$ cat config.mk
export PLATFORM = sky130hd
export DESIGN_NAME = reward_scheduler_flat
export DESIGN_NICKNAME = d
export VERILOG_FILES = /design/src/rtl/reward_scheduler_if.sv /design/src/rtl/reward_scheduler.sv /design/src/flat_wrapper.sv
export SDC_FILE = /design/constraint.sdc
export NUM_CORES = 1
export LEC_CHECK = 0
export CAP_MARGIN = 40
export CORE_ASPECT_RATIO = 1.75
export CORE_MARGIN = 8
export CORE_UTILIZATION = 46
export CTS_BUF_LIST = sky130_fd_sc_hd__clkbuf_16
export CTS_CLUSTER_DIAMETER = 100
export DETAILED_ROUTE_END_ITERATION = 10
export PLACE_DENSITY = 0.78
export SYNTH_ARGS = -nofsm -noshare
export SYNTH_HDL_FRONTEND = slang
export SYNTH_SLANG_ARGS = --single-unit
$ cat constraint.sdc
create_clock -name clk -period 2.1 [get_ports clk]
set_input_delay 0.315 -clock clk [delete_from_list [all_inputs] [get_ports clk]]
set_output_delay 0.315 -clock clk [all_outputs]
set_load 0.1 [all_outputs]
$ cat src/rtl/reward_scheduler_if.sv
// Bundle between the reward scheduler and its neighbours: packet filter inputs,
// timer controls and the enable/done handshake towards the reward packer.
interface reward_scheduler_if #(
    parameter int WORD_WIDTH = 16
);
    logic                  en;
    logic                  pkt_valid;
    logic [2:0]            fPacketType;
    logic [WORD_WIDTH-1:0] fHopsFromCH;
    logic                  iAmDestination;
    logic                  role;
    logic                  send_req;
    logic                  cf_start;
    logic                  hb_clear;
    logic                  reward_done;
    logic                  rew_en;
    logic [3:0]            rew_fbtype;
    logic [WORD_WIDTH-1:0] rew_hops;
    logic                  busy;
    logic                  hb_lock;
    logic [WORD_WIDTH-1:0] timeout_val;
    logic                  timeout_type;
    logic [6:0]            pending;

    modport master (
        output en, pkt_valid, fPacketType, fHopsFromCH, iAmDestination, role,
               send_req, cf_start, hb_clear, reward_done,
        input  rew_en, rew_fbtype, rew_hops, busy, hb_lock, timeout_val,
               timeout_type, pending
    );

    modport slave (
        input  en, pkt_valid, fPacketType, fHopsFromCH, iAmDestination, role,
               send_req, cf_start, hb_clear, reward_done,
        output rew_en, rew_fbtype, rew_hops, busy, hb_lock, timeout_val,
               timeout_type, pending
    );
endinterface

$ cat src/rtl/reward_scheduler.sv
// Collects packet- and timer-triggered pack requests and hands them one at a time,
// lowest FBType first, to the reward packer through an enable/done handshake.
module reward_scheduler #(
    parameter int WORD_WIDTH   = 16,
    parameter int TIMEOUT_INIT = 10,
    parameter int MAX_INV_HOPS = 4
) (
    input  logic           clk,
    input  logic           nrst,
    reward_scheduler_if.slave bus
);
    typedef enum logic {S_IDLE, S_WAIT} state_t;

    state_t                state, state_next;
    logic [6:0]            pending_q;
    logic                  hb_lock_q;
    logic [WORD_WIDTH-1:0] inv_hops;
    logic                  role_d;
    logic                  running;
    logic [WORD_WIDTH-1:0] timeout_val_q;
    logic                  timeout_type_q;
    logic                  rew_en_q;
    logic [3:0]            rew_fbtype_q;
    logic [WORD_WIDTH-1:0] rew_hops_q;
    logic                  busy_q;

    logic                  hb_hit;
    logic                  inv_hit;
    logic                  expire;
    logic [6:0]            set_mask;
    logic [6:0]            clear_mask;
    logic                  grant_ok;
    logic [2:0]            grant_idx;

    always_comb begin
        // A clear in the same cycle reopens the lock for this HB, which then re-locks it
        hb_hit  = bus.pkt_valid && (bus.fPacketType == 3'b000) && (!hb_lock_q || bus.hb_clear);
        inv_hit = bus.pkt_valid && (bus.fPacketType == 3'b010)
                  && (bus.fHopsFromCH < WORD_WIDTH'(MAX_INV_HOPS)) && !pending_q[1];
        expire  = running && bus.en && !bus.cf_start && (timeout_val_q == WORD_WIDTH'(1));

        set_mask = {bus.send_req,
                    expire && timeout_type_q,
                    bus.role && !role_d,
                    bus.pkt_valid && bus.iAmDestination,
                    expire && !timeout_type_q,
                    inv_hit,
                    hb_hit};

        grant_idx = 3'd0;
        for (int i = 6; i >= 0; i--) begin
            if (pending_q[i]) grant_idx = 3'(i);
        end
        grant_ok   = (state == S_IDLE) && bus.en && (|pending_q);
        clear_mask = grant_ok ? (7'b1 << grant_idx) : 7'b0;

        state_next = state;
        case (state)
            S_IDLE: if (grant_ok) state_next = S_WAIT;
            S_WAIT: if (bus.reward_done) state_next = S_IDLE;
            default: state_next = S_IDLE;
        endcase
    end

    always_ff @(posedge clk) begin
        if (!nrst) begin
            state          <= S_IDLE;
            pending_q      <= '0;
            hb_lock_q      <= 1'b0;
            inv_hops       <= '0;
            role_d         <= 1'b0;
            running        <= 1'b0;
            timeout_val_q  <= '0;
            timeout_type_q <= 1'b0;
            rew_en_q       <= 1'b0;
            rew_fbtype_q   <= 4'hF;
            rew_hops_q     <= '0;
            busy_q         <= 1'b0;
        end else begin
            state     <= state_next;
            pending_q <= (pending_q & ~clear_mask) | set_mask;
            role_d    <= bus.role;

            if (hb_hit)            hb_lock_q <= 1'b1;
            else if (bus.hb_clear) hb_lock_q <= 1'b0;

            if (inv_hit) inv_hops <= bus.fHopsFromCH + WORD_WIDTH'(1);

            // Count holds at zero once stopped, so it never underflows
            if (bus.cf_start) begin
                timeout_val_q  <= WORD_WIDTH'(TIMEOUT_INIT);
                timeout_type_q <= bus.role;
                running        <= 1'b1;
            end else if (running && bus.en) begin
                if (timeout_val_q <= WORD_WIDTH'(1)) begin
                    timeout_val_q <= '0;
                    running       <= 1'b0;
                end else begin
                    timeout_val_q <= timeout_val_q - WORD_WIDTH'(1);
                end
            end

            rew_en_q <= grant_ok;
            if (grant_ok) begin
                rew_fbtype_q <= {1'b0, grant_idx};
                rew_hops_q   <= (grant_idx == 3'd1) ? inv_hops : '0;
                busy_q       <= 1'b1;
            end else if ((state == S_WAIT) && bus.reward_done) begin
                rew_fbtype_q <= 4'hF;
                busy_q       <= 1'b0;
            end
        end
    end

    assign bus.rew_en       = rew_en_q;
    assign bus.rew_fbtype   = rew_fbtype_q;
    assign bus.rew_hops     = rew_hops_q;
    assign bus.busy         = busy_q;
    assign bus.hb_lock      = hb_lock_q;
    assign bus.timeout_val  = timeout_val_q;
    assign bus.timeout_type = timeout_type_q;
    assign bus.pending      = pending_q;
endmodule

$ cat src/flat_wrapper.sv
// flat-port wrapper written by rule: the top's interface ports become plain ports
module reward_scheduler_flat 
#(
    parameter int WORD_WIDTH   = 16,
    parameter int TIMEOUT_INIT = 10,
    parameter int MAX_INV_HOPS = 4
)
  (clk, nrst, bus_en, bus_pkt_valid, bus_fPacketType, bus_fHopsFromCH, bus_iAmDestination, bus_role, bus_send_req, bus_cf_start, bus_hb_clear, bus_reward_done, bus_rew_en, bus_rew_fbtype, bus_rew_hops, bus_busy, bus_hb_lock, bus_timeout_val, bus_timeout_type, bus_pending);
  reward_scheduler_if #(.WORD_WIDTH(WORD_WIDTH)) bus_i ();
  input  logic clk;
  input  logic nrst;
  input wire logic [$bits(bus_i.en)-1:0] bus_en;
  input wire logic [$bits(bus_i.pkt_valid)-1:0] bus_pkt_valid;
  input wire logic [$bits(bus_i.fPacketType)-1:0] bus_fPacketType;
  input wire logic [$bits(bus_i.fHopsFromCH)-1:0] bus_fHopsFromCH;
  input wire logic [$bits(bus_i.iAmDestination)-1:0] bus_iAmDestination;
  input wire logic [$bits(bus_i.role)-1:0] bus_role;
  input wire logic [$bits(bus_i.send_req)-1:0] bus_send_req;
  input wire logic [$bits(bus_i.cf_start)-1:0] bus_cf_start;
  input wire logic [$bits(bus_i.hb_clear)-1:0] bus_hb_clear;
  input wire logic [$bits(bus_i.reward_done)-1:0] bus_reward_done;
  output wire logic [$bits(bus_i.rew_en)-1:0] bus_rew_en;
  output wire logic [$bits(bus_i.rew_fbtype)-1:0] bus_rew_fbtype;
  output wire logic [$bits(bus_i.rew_hops)-1:0] bus_rew_hops;
  output wire logic [$bits(bus_i.busy)-1:0] bus_busy;
  output wire logic [$bits(bus_i.hb_lock)-1:0] bus_hb_lock;
  output wire logic [$bits(bus_i.timeout_val)-1:0] bus_timeout_val;
  output wire logic [$bits(bus_i.timeout_type)-1:0] bus_timeout_type;
  output wire logic [$bits(bus_i.pending)-1:0] bus_pending;
  assign bus_i.en = bus_en;
  assign bus_i.pkt_valid = bus_pkt_valid;
  assign bus_i.fPacketType = bus_fPacketType;
  assign bus_i.fHopsFromCH = bus_fHopsFromCH;
  assign bus_i.iAmDestination = bus_iAmDestination;
  assign bus_i.role = bus_role;
  assign bus_i.send_req = bus_send_req;
  assign bus_i.cf_start = bus_cf_start;
  assign bus_i.hb_clear = bus_hb_clear;
  assign bus_i.reward_done = bus_reward_done;
  assign bus_rew_en = bus_i.rew_en;
  assign bus_rew_fbtype = bus_i.rew_fbtype;
  assign bus_rew_hops = bus_i.rew_hops;
  assign bus_busy = bus_i.busy;
  assign bus_hb_lock = bus_i.hb_lock;
  assign bus_timeout_val = bus_i.timeout_val;
  assign bus_timeout_type = bus_i.timeout_type;
  assign bus_pending = bus_i.pending;
  reward_scheduler #(.WORD_WIDTH(WORD_WIDTH), .TIMEOUT_INIT(TIMEOUT_INIT), .MAX_INV_HOPS(MAX_INV_HOPS)) u_core (.clk(clk), .nrst(nrst), .bus(bus_i));
endmodule
==> results of run 1 <==
synthesized netlist by cell type (5+ instances only):
cell type / number / area share
sky130_fd_sc_hd__o21ai_0: 6 / 0.012
sky130_fd_sc_hd__nand2_1: 10 / 0.015
sky130_fd_sc_hd__dfxtp_1: 66 / 0.52
sky130_fd_sc_hd__nor2_1: 24 / 0.035
sky130_fd_sc_hd__a22o_1: 16 / 0.055
sky130_fd_sc_hd__o31ai_1: 6 / 0.018
sky130_fd_sc_hd__xor2_1: 10 / 0.034
sky130_fd_sc_hd__inv_1: 8 / 0.012
sky130_fd_sc_hd__a21oi_1: 17 / 0.033
sky130_fd_sc_hd__nand3_1: 5 / 0.0098
sky130_fd_sc_hd__and2_1: 15 / 0.037
through the flow:
stage	hold slack, ns	worst slack, ns	setup TNS [ns]	area (µm²)
after floorplan	0.4247	0.02983	0	2562
after global placement	0.4424	0.004006	0	3392
after detailed placement	0.4470	-0.02176	-0.1284	3403
after CTS	0.4618	0.2777	0	3714
after global routing	0.4831	0.08524	0	3714
final	0.4604	0.2559	0	3714
kinds of logic (layout without fill, tap and decap cells):
group,after synthesis,count (layout)
simple gates,95,95
xor+xnor,12,12
flops,66,66
buf+inv,16,116
mux,1,1
compound gates,61,61
fa+ha+maj,3,3
power groups by stage:
stage | logic, mW | clock network, mW | registers (mW)
global route | 0.519 | 1.63 | 1.32
global placement | 0.478 | 0 | 1.34
CTS | 0.491 | 1.57 | 1.31
finish | 0.489 | 1.54 | 1.32
detailed placement | 0.489 | 0 | 1.34
floorplan | 0.140 | 0 | 1.52
metal layers:
layer	global-route usage	vias up
met5	0	-
met4	0.09602	0
met3	0.07895	12
met2	0.3168	83
met1	0.1682	1099
li1	-	1112
area by class of cell:
class / instances / area (µm²)
Tap cell: 76 / 95.09
Fill cell: 437 / 1737
Sequential cell: 66 / 1330
Inverter: 8 / 30.03
Clock buffer: 9 / 225.2
Multi-Input combinational cell: 172 / 1171
Timing Repair Buffer: 92 / 777.0
Clock inverter: 7 / 85.08
final timing paths:
kind	depth (start not counted)	end	slack (ns)
worst max-delay path	6	u_core.bus.timeout_val[14]$_SDFFE_PP0P_	0.26
worst min-delay path	1	u_core.inv_hops[12]$_SDFFE_PN0P_	0.46
worst max register to register	6	u_core.bus.timeout_val[14]$_SDFFE_PP0P_	0.26
worst min register to register	1	u_core.inv_hops[12]$_SDFFE_PN0P_	0.46
worst reg2reg max path: stages (launching register included):
cell and delay [ns]:
sky130_fd_sc_hd__dfxtp_1 0.37, sky130_fd_sc_hd__inv_1 0.12, sky130_fd_sc_hd__ha_1 0.27, sky130_fd_sc_hd__nor4b_2 0.29
sky130_fd_sc_hd__nand2_1 0.14, sky130_fd_sc_hd__or4_1 0.41, sky130_fd_sc_hd__a21oi_1 0.18
registers in the layout (all words and copies together) (netlist names):
signal and flops:
u_core.running 1, u_core.bus.timeout_type 1, u_core.bus.rew_hops 16, u_core.bus.rew_fbtype 4, u_core.bus.timeout_val 16, u_core.bus.pending 7
u_core.inv_hops 16, u_core.bus.busy 1, u_core.bus.hb_lock 1, u_core.state 1, u_core.bus.rew_en 1, u_core.role_d 1
==> key figures, run 1 <==
Pwr
  • Part of the total power dissipated in sequential elements: 0.393
  • Comb power frac: 0.146
  • P_sw: 0.8721 mW
  • Max IR drop VDD: roughly 0.58 mV
  • Leak: ~1.6 nW
  • Total power draw: between 3 and 4 mW
  • Internal power: 2.475 mW
  • Clk network pwr share: 0.461
  • Switching power share of the total: 0.2606
  • Ratio of total power to cell area: 901.2 nW/µm²

Timing
  • Transition at the pin with the smallest max-transition slack: just over 0.8 ns
  • Max_slew headroom: 0.4594
  • Hold Vio Cnt, Final: 0
  • Setup repair after global routing missed its margin: false
  • Final period util: 0.8781
  • Pins over their slew limit: 0
  • Count of endpoints failing setup in the final report: 0
  • Final worst clock skew: 0.004236 ns
  • Peak Freq: 542.3 MHz
  • Minimum clock period: 1.844 ns

Clock tree
  • H-tree depth: 3
  • Clock insertion delay at the later pin of the skew report: 0.32 ns
  • Cell at the root of the clock tree: sky130_fd_sc_hd__clkbuf_16
  • Count of hold buffers inserted by post-cts repair: 0
  • CTS Sinks: 66
  • Cells resized by post-CTS repair: 0
  • Post-CTS clock slew at the launch and capture registers of the worst setup and hold paths: 0.05 ns
  • Post-CTS setup buffers: 0
  • TritonCTS clock tree: done
  • Clock buffer count from CTS: 9
  • Bufs on Longest Clock Path: 2

Setup path
  • Worst stage delay on the critical path: between 0.4 and 0.5 ns
  • Type of element capturing the critical path: flop
  • Crit-path max FO: 6
  • Endpoint required time on the critical path: 2.35 ns
  • Arrival time worst endpoint: approximately 2.1 ns
  • Crit path max-delay family: simple AND/OR/NAND/NOR gates
  • Crit-path slowest cell: sky130_fd_sc_hd__or4_1
  • Launch point of the worst path: u_core.bus.timeout_val[1]$_SDFFE_PN0P_
  • Critical path launch point type: flop
  • Critical setup path kind: flop to flop
  • Critical R2R Launch: u_core.bus.timeout_val[1]$_SDFFE_PN0P_
  • Cell-by-cell listing of the critical path: inv_1 -> ha_1 -> nor4b_2 -> nand2_1 -> or4_1 -> a21oi_1
  • Buf+Inv Stages, Crit Path: 1

Synth
  • Synthesized net count: approximately 290
  • Number of enable-type register cells in the synthesized netlist: 0
  • Async set-or-reset flop fraction in the synthesized netlist: 0
  • Post-synthesis instance area: between 2000 and 3000 µm²
  • Main combinational cell family by area after synthesis: simple AND/OR/NAND/NOR gates
  • Library cells used by synthesis: between 50 and 60
  • Multiplexer area fraction after synthesis: 0.003920
  • Share of synthesized area occupied by flip-flops and latches: 0.5174
  • Mean Syn Cell Area: roughly 10 µm²
  • Most instantiated flip-flop cell in the synthesis netlist: sky130_fd_sc_hd__dfxtp_1
  • Number of flip-flops and latches in the synthesized netlist: 66
  • Synthesized instance count: 254
  • Post-synthesis compound-gate area fraction: 0.1739
  • Fraction of the mapped netlist area in adder cells: 0.01470
  • XOR/XNOR share of the synthesized area: 0.04116
  • Count of warnings emitted by yosys: 0
  • Simple logic cell fraction of the synthesized area: 0.2229

Final layout
  • Most frequent standard cell in the layout excluding fill and tap cells: sky130_fd_sc_hd__buf_4
  • Most frequent cells in the layout: 62 x sky130_fd_sc_hd__buf_4, 59 x sky130_fd_sc_hd__dfxtp_1, 28 x sky130_fd_sc_hd__clkdlybuf4s50_1, 24 x sky130_fd_sc_hd__nor2_1, 17 x sky130_fd_sc_hd__a21oi_1
  • Number of antenna cells inserted: 0
  • Core occupancy in the finished layout: 0.6814
  • Total number of nets in the final design: 381
  • Final cell count without fillers: 430
  • Fraction of final layout cells sized beyond drive strength 1: 0.2853
  • Post-synthesis to final-layout area growth: 45.42%

Die
  • Count of standard-cell rows: 36
  • Number of top-level pins: 76
  • Die outline area: 8286 µm²
  • Starting density of the core: 0.4685
  • Core Area: 5450 µm²
  • Die boundary width: 72.33 µm
  • Chip Height: ~110 µm

Detailed routing
  • Residual DRC: 0
  • Highest routed layer: met4
  • DRT Wirelength: 6953 µm
  • Met1 wire length: 2487 µm
  • Wire length on met2: between 3000 and 4000 µm
  • Number of DRC violations after detailed-routing iteration 0: 106
  • Drt pass-1 iters: 4
  • Via density per instance: 5.363
  • Detail Route Antenna Nets: 0
  • Total met3 wirelength after detailed routing: 567 µm
  • DR vias: 2,306
  • Drt wl/cell: about 16 µm

Place
  • Port buffer count: 75
  • Placed Cells incl. Taps: about 410
  • Routability congestion estimate: 0.9213
  • Placed wire-length estimate after detailed placement: between 5000 and 6000 µm

Worst hold path
  • Hold wc startpoint: u_core.inv_hops[12]$_SDFFE_PN0P_
  • Worst hold path class: flop to flop

Run
  • Max-cap viol count: 0

Global route
  • Number of global-route vias before repair: 2,508
  • Combined global-route utilization of all metal layers: 0.1801
  • Initial antenna violation count: 0
  • Wire length of the first global-routing pass: 11,730 µm
  • Final global-route overflow total: 0
  • Maximum number of pins on one net before global-route repair: 16

Status
  • Status: finished clean
No activity file was read; power rests on OpenSTA's default activity.
==> run 2, diff against run 1 <==
--- a/config.mk
+++ b/config.mk
@@ -8,11 +8,13 @@
 export CAP_MARGIN = 40
 export CORE_ASPECT_RATIO = 1.75
 export CORE_MARGIN = 8
-export CORE_UTILIZATION = 46
-export CTS_BUF_LIST = sky130_fd_sc_hd__clkbuf_16
+export CORE_UTILIZATION = 60
+export CTS_BUF_LIST = sky130_fd_sc_hd__clkbuf_4 sky130_fd_sc_hd__clkbuf_8
 export CTS_CLUSTER_DIAMETER = 100
 export DETAILED_ROUTE_END_ITERATION = 10
-export PLACE_DENSITY = 0.78
+export DONT_BUFFER_PORTS = 1
+export HOLD_SLACK_MARGIN = 0.1
+export PLACE_DENSITY = 0.76
 export SYNTH_ARGS = -nofsm -noshare
 export SYNTH_HDL_FRONTEND = slang
 export SYNTH_SLANG_ARGS = --single-unit
==> run 2 against run 1 <==
  * Global-route usage increased by 1.4 points
  * Final area decreased by 12%
  * Sequential share of layout area increased by 5.1 points
  * Total power decreased by 17%
  * Final cell count decreased by 14%
  * Via count decreased by 8.0%
  * Clock skew increased by 0.0060 ns
  * Core utilization increased by 11 points
  * Sequential power about the same
==> key figures, run 2 (synthesis gave the netlist of run 1 again) <==
Pwr
  • Total power draw: 2.789 mW
  • Ratio of total power to cell area: 857.5 nW/µm²
  • Max IR drop VDD: about 0.66 mV
  • Leak: roughly 1.4 nW

Timing
  • Max_slew headroom: 0.4884
  • Transition at the pin with the smallest max-transition slack: 0.7674 ns
  • Minimum clock period: 1.941 ns
  • Setup TNS: 0 ns
  • Minimum hold slack: 0.1215 ns
  • Pins over their slew limit: 0
  • Final worst clock skew: 0.01025 ns
  • Peak Freq: a little over 500 MHz
  • Hold Vio Cnt, Final: 0
  • Setup repair after global routing missed its margin: false
  • Final period util: 0.9243
  • PnR worst setup slack: 0.1590 ns
  • Count of endpoints failing setup in the final report: 0

Global route
  • Maximum number of pins on one net before global-route repair: 16
  • Final global-route overflow total: 0
  • Initial antenna violation count: 0
  • Wire length of the first global-routing pass: 10,030 µm
  • Combined global-route utilization of all metal layers: 0.1937
  • Number of global-route vias before repair: 2,195

Setup path
  • Crit path max-delay family: simple AND/OR/NAND/NOR gates
  • Critical setup path kind: flop to flop
  • Crit-path max FO: 6
  • Worst path depth: 6
  • Buf+Inv Stages, Crit Path: 1
  • Critical path launch point type: flop
  • Endpoint required time on the critical path: 2.37 ns
  • Arrival time worst endpoint: 2.21 ns
  • Crit-path slowest cell: sky130_fd_sc_hd__or4_1
  • Worst stage delay on the critical path: 0.42 ns
  • Cell-by-cell listing of the critical path: inv_1 -> ha_1 -> nor4b_2 -> nand2_1 -> or4_1 -> a21oi_1
  • FF-to-FF path depth: 6
  • Type of element capturing the critical path: flop

Die
  • Chip Height: between 100 and 150 µm
  • Number of top-level pins: 76
  • Starting density of the core: 0.6211
  • Core Area: 4111 µm²
  • Count of standard-cell rows: 31
  • Die boundary width: 65.32 µm
  • Die outline area: 6682 µm²

Final layout
  • Number of antenna cells inserted: 0
  • Total number of nets in the final design: 348
  • Most frequent standard cell in the layout excluding fill and tap cells: sky130_fd_sc_hd__dfxtp_1
  • Multi-input logic area: ~1200 µm²
  • Most frequent cells in the layout: 59 x sky130_fd_sc_hd__dfxtp_1, 54 x sky130_fd_sc_hd__buf_4, 24 x sky130_fd_sc_hd__nor2_1, 17 x sky130_fd_sc_hd__a21oi_1, 16 x sky130_fd_sc_hd__a22o_1
  • Number of fill cells in the layout: 291
  • Sequential standard cell area: 1330 µm²
  • Final cell count without fillers: 370
  • Fraction of final layout cells sized beyond drive strength 1: 0.2897
  • Core occupancy in the finished layout: 0.7909
  • Post-synthesis to final-layout area growth: 27.34%
  • Post-route cell area: around 3300 µm²

Clock tree
  • Bufs on Longest Clock Path: 2
  • CTS Sinks: 66
  • Cells resized by post-CTS repair: 0
  • Clock insertion delay at the later pin of the skew report: 0.34 ns
  • Post-CTS clock slew at the launch and capture registers of the worst setup and hold paths: ~0.07 ns
  • TritonCTS clock tree: done
  • Clock buffer count from CTS: 9
  • H-tree depth: 3
  • Cell at the root of the clock tree: sky130_fd_sc_hd__clkbuf_8

Place
  • Placed wire-length estimate after detailed placement: ~4500 µm
  • Port buffer count: 0
  • Cell area after placement: 2998 µm²
  • Routability congestion estimate: 0.8439
  • Placed Cells incl. Taps: 349
  • Place WS: 0.1694 ns

Detailed routing
  • Drt wl/cell: 16.58 µm
  • DRT Wirelength: 6136 µm
  • Residual DRC: 0
  • DR vias: 2,122
  • Number of DRC violations after detailed-routing iteration 0: 113
  • Detail Route Antenna Nets: 0
  • Drt pass-1 iters: 4
  • Via density per instance: 5.735

Worst hold path
  • Worst hold path class: primary input to flop
  • Worst Hold Depth: 2

Status
  • Status: finished clean

Run
  • Max-cap viol count: 0
## run 2: path summary, 6_finish.rpt
check,end,slack (ns),start
setup / recovery,u_core.bus.timeout_val[14]$_SDFFE_PP0P_,0.16,u_core.bus.timeout_val[0]$_SDFFE_PP0P_
hold / removal,u_core.bus.pending[4]$_SDFF_PN0_,0.12,bus_role
setup reg to reg,u_core.bus.timeout_val[14]$_SDFFE_PP0P_,0.16,u_core.bus.timeout_val[0]$_SDFFE_PP0P_
hold reg to reg,u_core.inv_hops[13]$_SDFFE_PN0P_,0.46,u_core.inv_hops[13]$_SDFFE_PN0P_
## run 2: layer usage
metal | up-vias | track usage | wire length (µm)
met3 | 16 | 0.06915 | 443
li1 | 1043 | - | -
met5 | - | 0 | 0
met1 | 995 | 0.1878 | 2302
met4 | 0 | 0.1334 | 170
met2 | 68 | 0.3321 | 3220
## run 2: worst reg2reg max path, delay by kind of cell, from the launching register on
kind | cells | cell delay (ns)
flip-flops | 1 | 0.35
AO/OA/AOI/OAI | 1 | 0.16
AND/OR/NAND/NOR | 3 | 1.02
buffers and inverters | 1 | 0.09
adder cells (fa/ha/maj) | 1 | 0.25
## run 2: repair_timing
item / 4_1_cts / 5_1_grt
setup buffers: 0 / 0
hold buffers: 5 / 0
endpoints found under the hold margin: 9 / 0
## run 2: cell type report
type                    count  area share
multi-input cells         172      0.3601
clock inverters             6     0.02039
inverters                   8    0.009234
flip-flops and latches     66      0.4090
repair buffers             59      0.1401
clock buffers              10     0.04232
well taps                  49     0.01885
## run 2: report_power, final
part | internal, mW | switching, mW
Sequential | 1.28 | 0.0199
Clock | 0.582 | 0.481
Combinational | 0.112 | 0.313
Total | 1.98 | 0.813
==> run 3, diff against run 2 <==
--- a/config.mk
+++ b/config.mk
@@ -14,6 +14,7 @@
 export DETAILED_ROUTE_END_ITERATION = 10
 export DONT_BUFFER_PORTS = 1
 export HOLD_SLACK_MARGIN = 0.1
+export MAX_ROUTING_LAYER = met4
 export PLACE_DENSITY = 0.76
 export SYNTH_ARGS = -nofsm -noshare
 export SYNTH_HDL_FRONTEND = slang
==> run 3 against run 2 <==
  * First-iteration DRC count down 12%
  * Critical endpoint unchanged
  * Non-clock buffer count did not move
  * Critical path type unchanged
  * Total power barely moved
  * Global-route usage rose by 0.52 points
  * Clock skew is essentially flat
==> key figures, run 3 (synthesis gave the netlist of run 1 again) <==
Timing
  • Pins over their slew limit: 0
  • Transition at the pin with the smallest max-transition slack: around 0.76 ns
  • Final worst clock skew: 0.009923 ns
  • Minimum clock period: 1.952 ns
  • Setup repair after global routing missed its margin: false
  • Max_slew headroom: 0.4901
  • Final period util: 0.9297
  • Minimum hold slack: about 0.12 ns
  • Count of endpoints failing setup in the final report: 0
  • Setup TNS: 0 ns
  • Hold Vio Cnt, Final: 0
  • Peak Freq: 512.2 MHz

Detailed routing
  • DRT Wirelength: about 6000 µm
  • Drt pass-1 iters: 6
  • Drt wl/cell: 16.62 µm
  • Detail Route Antenna Nets: 0
  • Via density per instance: about 5.7
  • Residual DRC: 0
  • Number of DRC violations after detailed-routing iteration 0: 100
  • DR vias: 2,115

Setup path
  • Crit-path max FO: 6
  • Endpoint required time on the critical path: 2.37 ns
  • Worst stage delay on the critical path: approximately 0.42 ns
  • Type of element capturing the critical path: flop
  • Critical path launch point type: flop
  • Cell-by-cell listing of the critical path: inv_1 -> ha_1 -> nor4b_2 -> nand2_1 -> or4_1 -> a21oi_1
  • Crit path max-delay family: simple AND/OR/NAND/NOR gates
  • Crit-path slowest cell: sky130_fd_sc_hd__nor4b_2
  • Critical setup path kind: flop to flop
  • Arrival time worst endpoint: 2.22 ns
  • Buf+Inv Stages, Crit Path: 1

Worst hold path
  • Worst hold path class: primary input to flop

Final layout
  • Number of fill cells in the layout: about 290
  • Number of antenna cells inserted: 0
  • Fraction of final layout cells sized beyond drive strength 1: 0.2897
  • Most frequent cells in the layout: 59 x sky130_fd_sc_hd__dfxtp_1, 54 x sky130_fd_sc_hd__buf_4, 24 x sky130_fd_sc_hd__nor2_1, 17 x sky130_fd_sc_hd__a21oi_1, 16 x sky130_fd_sc_hd__a22o_1
  • Post-synthesis to final-layout area growth: 27.34%
  • Final cell count without fillers: 370
  • Most frequent standard cell in the layout excluding fill and tap cells: sky130_fd_sc_hd__dfxtp_1
  • Total number of nets in the final design: 348

Global route
  • Combined global-route utilization of all metal layers: 0.1989
  • Met2 track utilization from global routing: 0.3298
  • Initial antenna violation count: 0
  • Maximum number of pins on one net before global-route repair: 16
  • Number of global-route vias before repair: between 2,000 and 2,500
  • Routing usage on met3: 0.06257
  • Wire length of the first global-routing pass: around 10,000 µm
  • GRT met1 Usage: 0.1930
  • Most used routing layer: met2
  • Final global-route overflow total: 0

Place
  • Port buffer count: 0
  • Placed Cells incl. Taps: around 350
  • Placed wire-length estimate after detailed placement: 4495 µm
  • Routability congestion estimate: 0.8571

Die
  • Number of top-level pins: between 70 and 80
  • Die boundary width: 65.32 µm
  • Die outline area: 6682 µm²
  • Chip Height: 102.3 µm
  • Starting density of the core: 0.6211
  • Core Area: around 4100 µm²
  • Count of standard-cell rows: 31

Clock tree
  • Clock insertion delay at the later pin of the skew report: between 0.3 and 0.4 ns
  • H-tree depth: 3
  • Post-CTS setup buffers: 0
  • Clock buffer count from CTS: 9
  • CTS Sinks: 66
  • Bufs on Longest Clock Path: 2
  • Cell at the root of the clock tree: sky130_fd_sc_hd__clkbuf_8
  • TritonCTS clock tree: done
  • Post-CTS clock slew at the launch and capture registers of the worst setup and hold paths: 0.07 ns

Run
  • Max-cap viol count: 0

Pwr
  • Total power draw: 2.789 mW
  • Leak: 1.364 nW
  • Ratio of total power to cell area: 857.7 nW/µm²
  • Max IR drop VDD: 0.6617 mV

Status
  • Status: finished clean
-- run 3: path summary, 6_finish.rpt --
| kind | from | to | slack [ns] | cells after the start |
|---|---|---|---|---|
| hold reg to reg | u_core.inv_hops[14]$_SDFFE_PN0P_ | u_core.inv_hops[14]$_SDFFE_PN0P_ | 0.46 | 1 |
| setup / recovery | u_core.bus.timeout_val[0]$_SDFFE_PP0P_ | u_core.bus.timeout_val[14]$_SDFFE_PP0P_ | 0.15 | 6 |
| setup reg to reg | u_core.bus.timeout_val[0]$_SDFFE_PP0P_ | u_core.bus.timeout_val[14]$_SDFFE_PP0P_ | 0.15 | 6 |
| hold / removal | bus_role | u_core.bus.pending[4]$_SDFF_PN0_ | 0.12 | 2 |
-- run 3: layer usage --
layer / wire, µm / vias to the layer above / share of wire
met5: 0 / - / 0
met4: 168 / 0 / 0.027
met3: 434 / 14 / 0.071
met2: 3213 / 70 / 0.52
met1: 2333 / 990 / 0.38
li1: - / 1041 / -
-- run 3: final cells by class --
class | instances | area, µm² | area share
clock buffers | 10 | 137.6 | 0.04232
multi-input cells | 172 | 1171 | 0.3601
inverters | 8 | 30.03 | 0.009234
repair buffers | 59 | 455.4 | 0.1401
well taps | 49 | 61.31 | 0.01885
clock inverters | 6 | 66.31 | 0.02039
flip-flops and latches | 66 | 1330 | 0.4090
-- run 3: repair_timing --
item                                   CTS  global route
hold buffers                             5             0
endpoints found under the hold margin    9             0
gates resized for setup                  0             0
-- run 3: through the flow --
step,setup WS [ns],cell area [µm²],util
after floorplan,0.02983,2562,-
after global placement,0.2041,2983,0.7255
after global routing,0.001704,3252,0.7909
after detailed placement,0.1694,2998,0.7292
final,0.1477,3252,0.7909
after CTS,0.1395,3252,0.7909
-- run 3: report_power, final --
part	switching (mW)	leakage, nW	internal [mW]
combinational	0.313	0.719	0.112
sequential	0.0197	0.539	1.28
clock	0.481	0.106	0.582
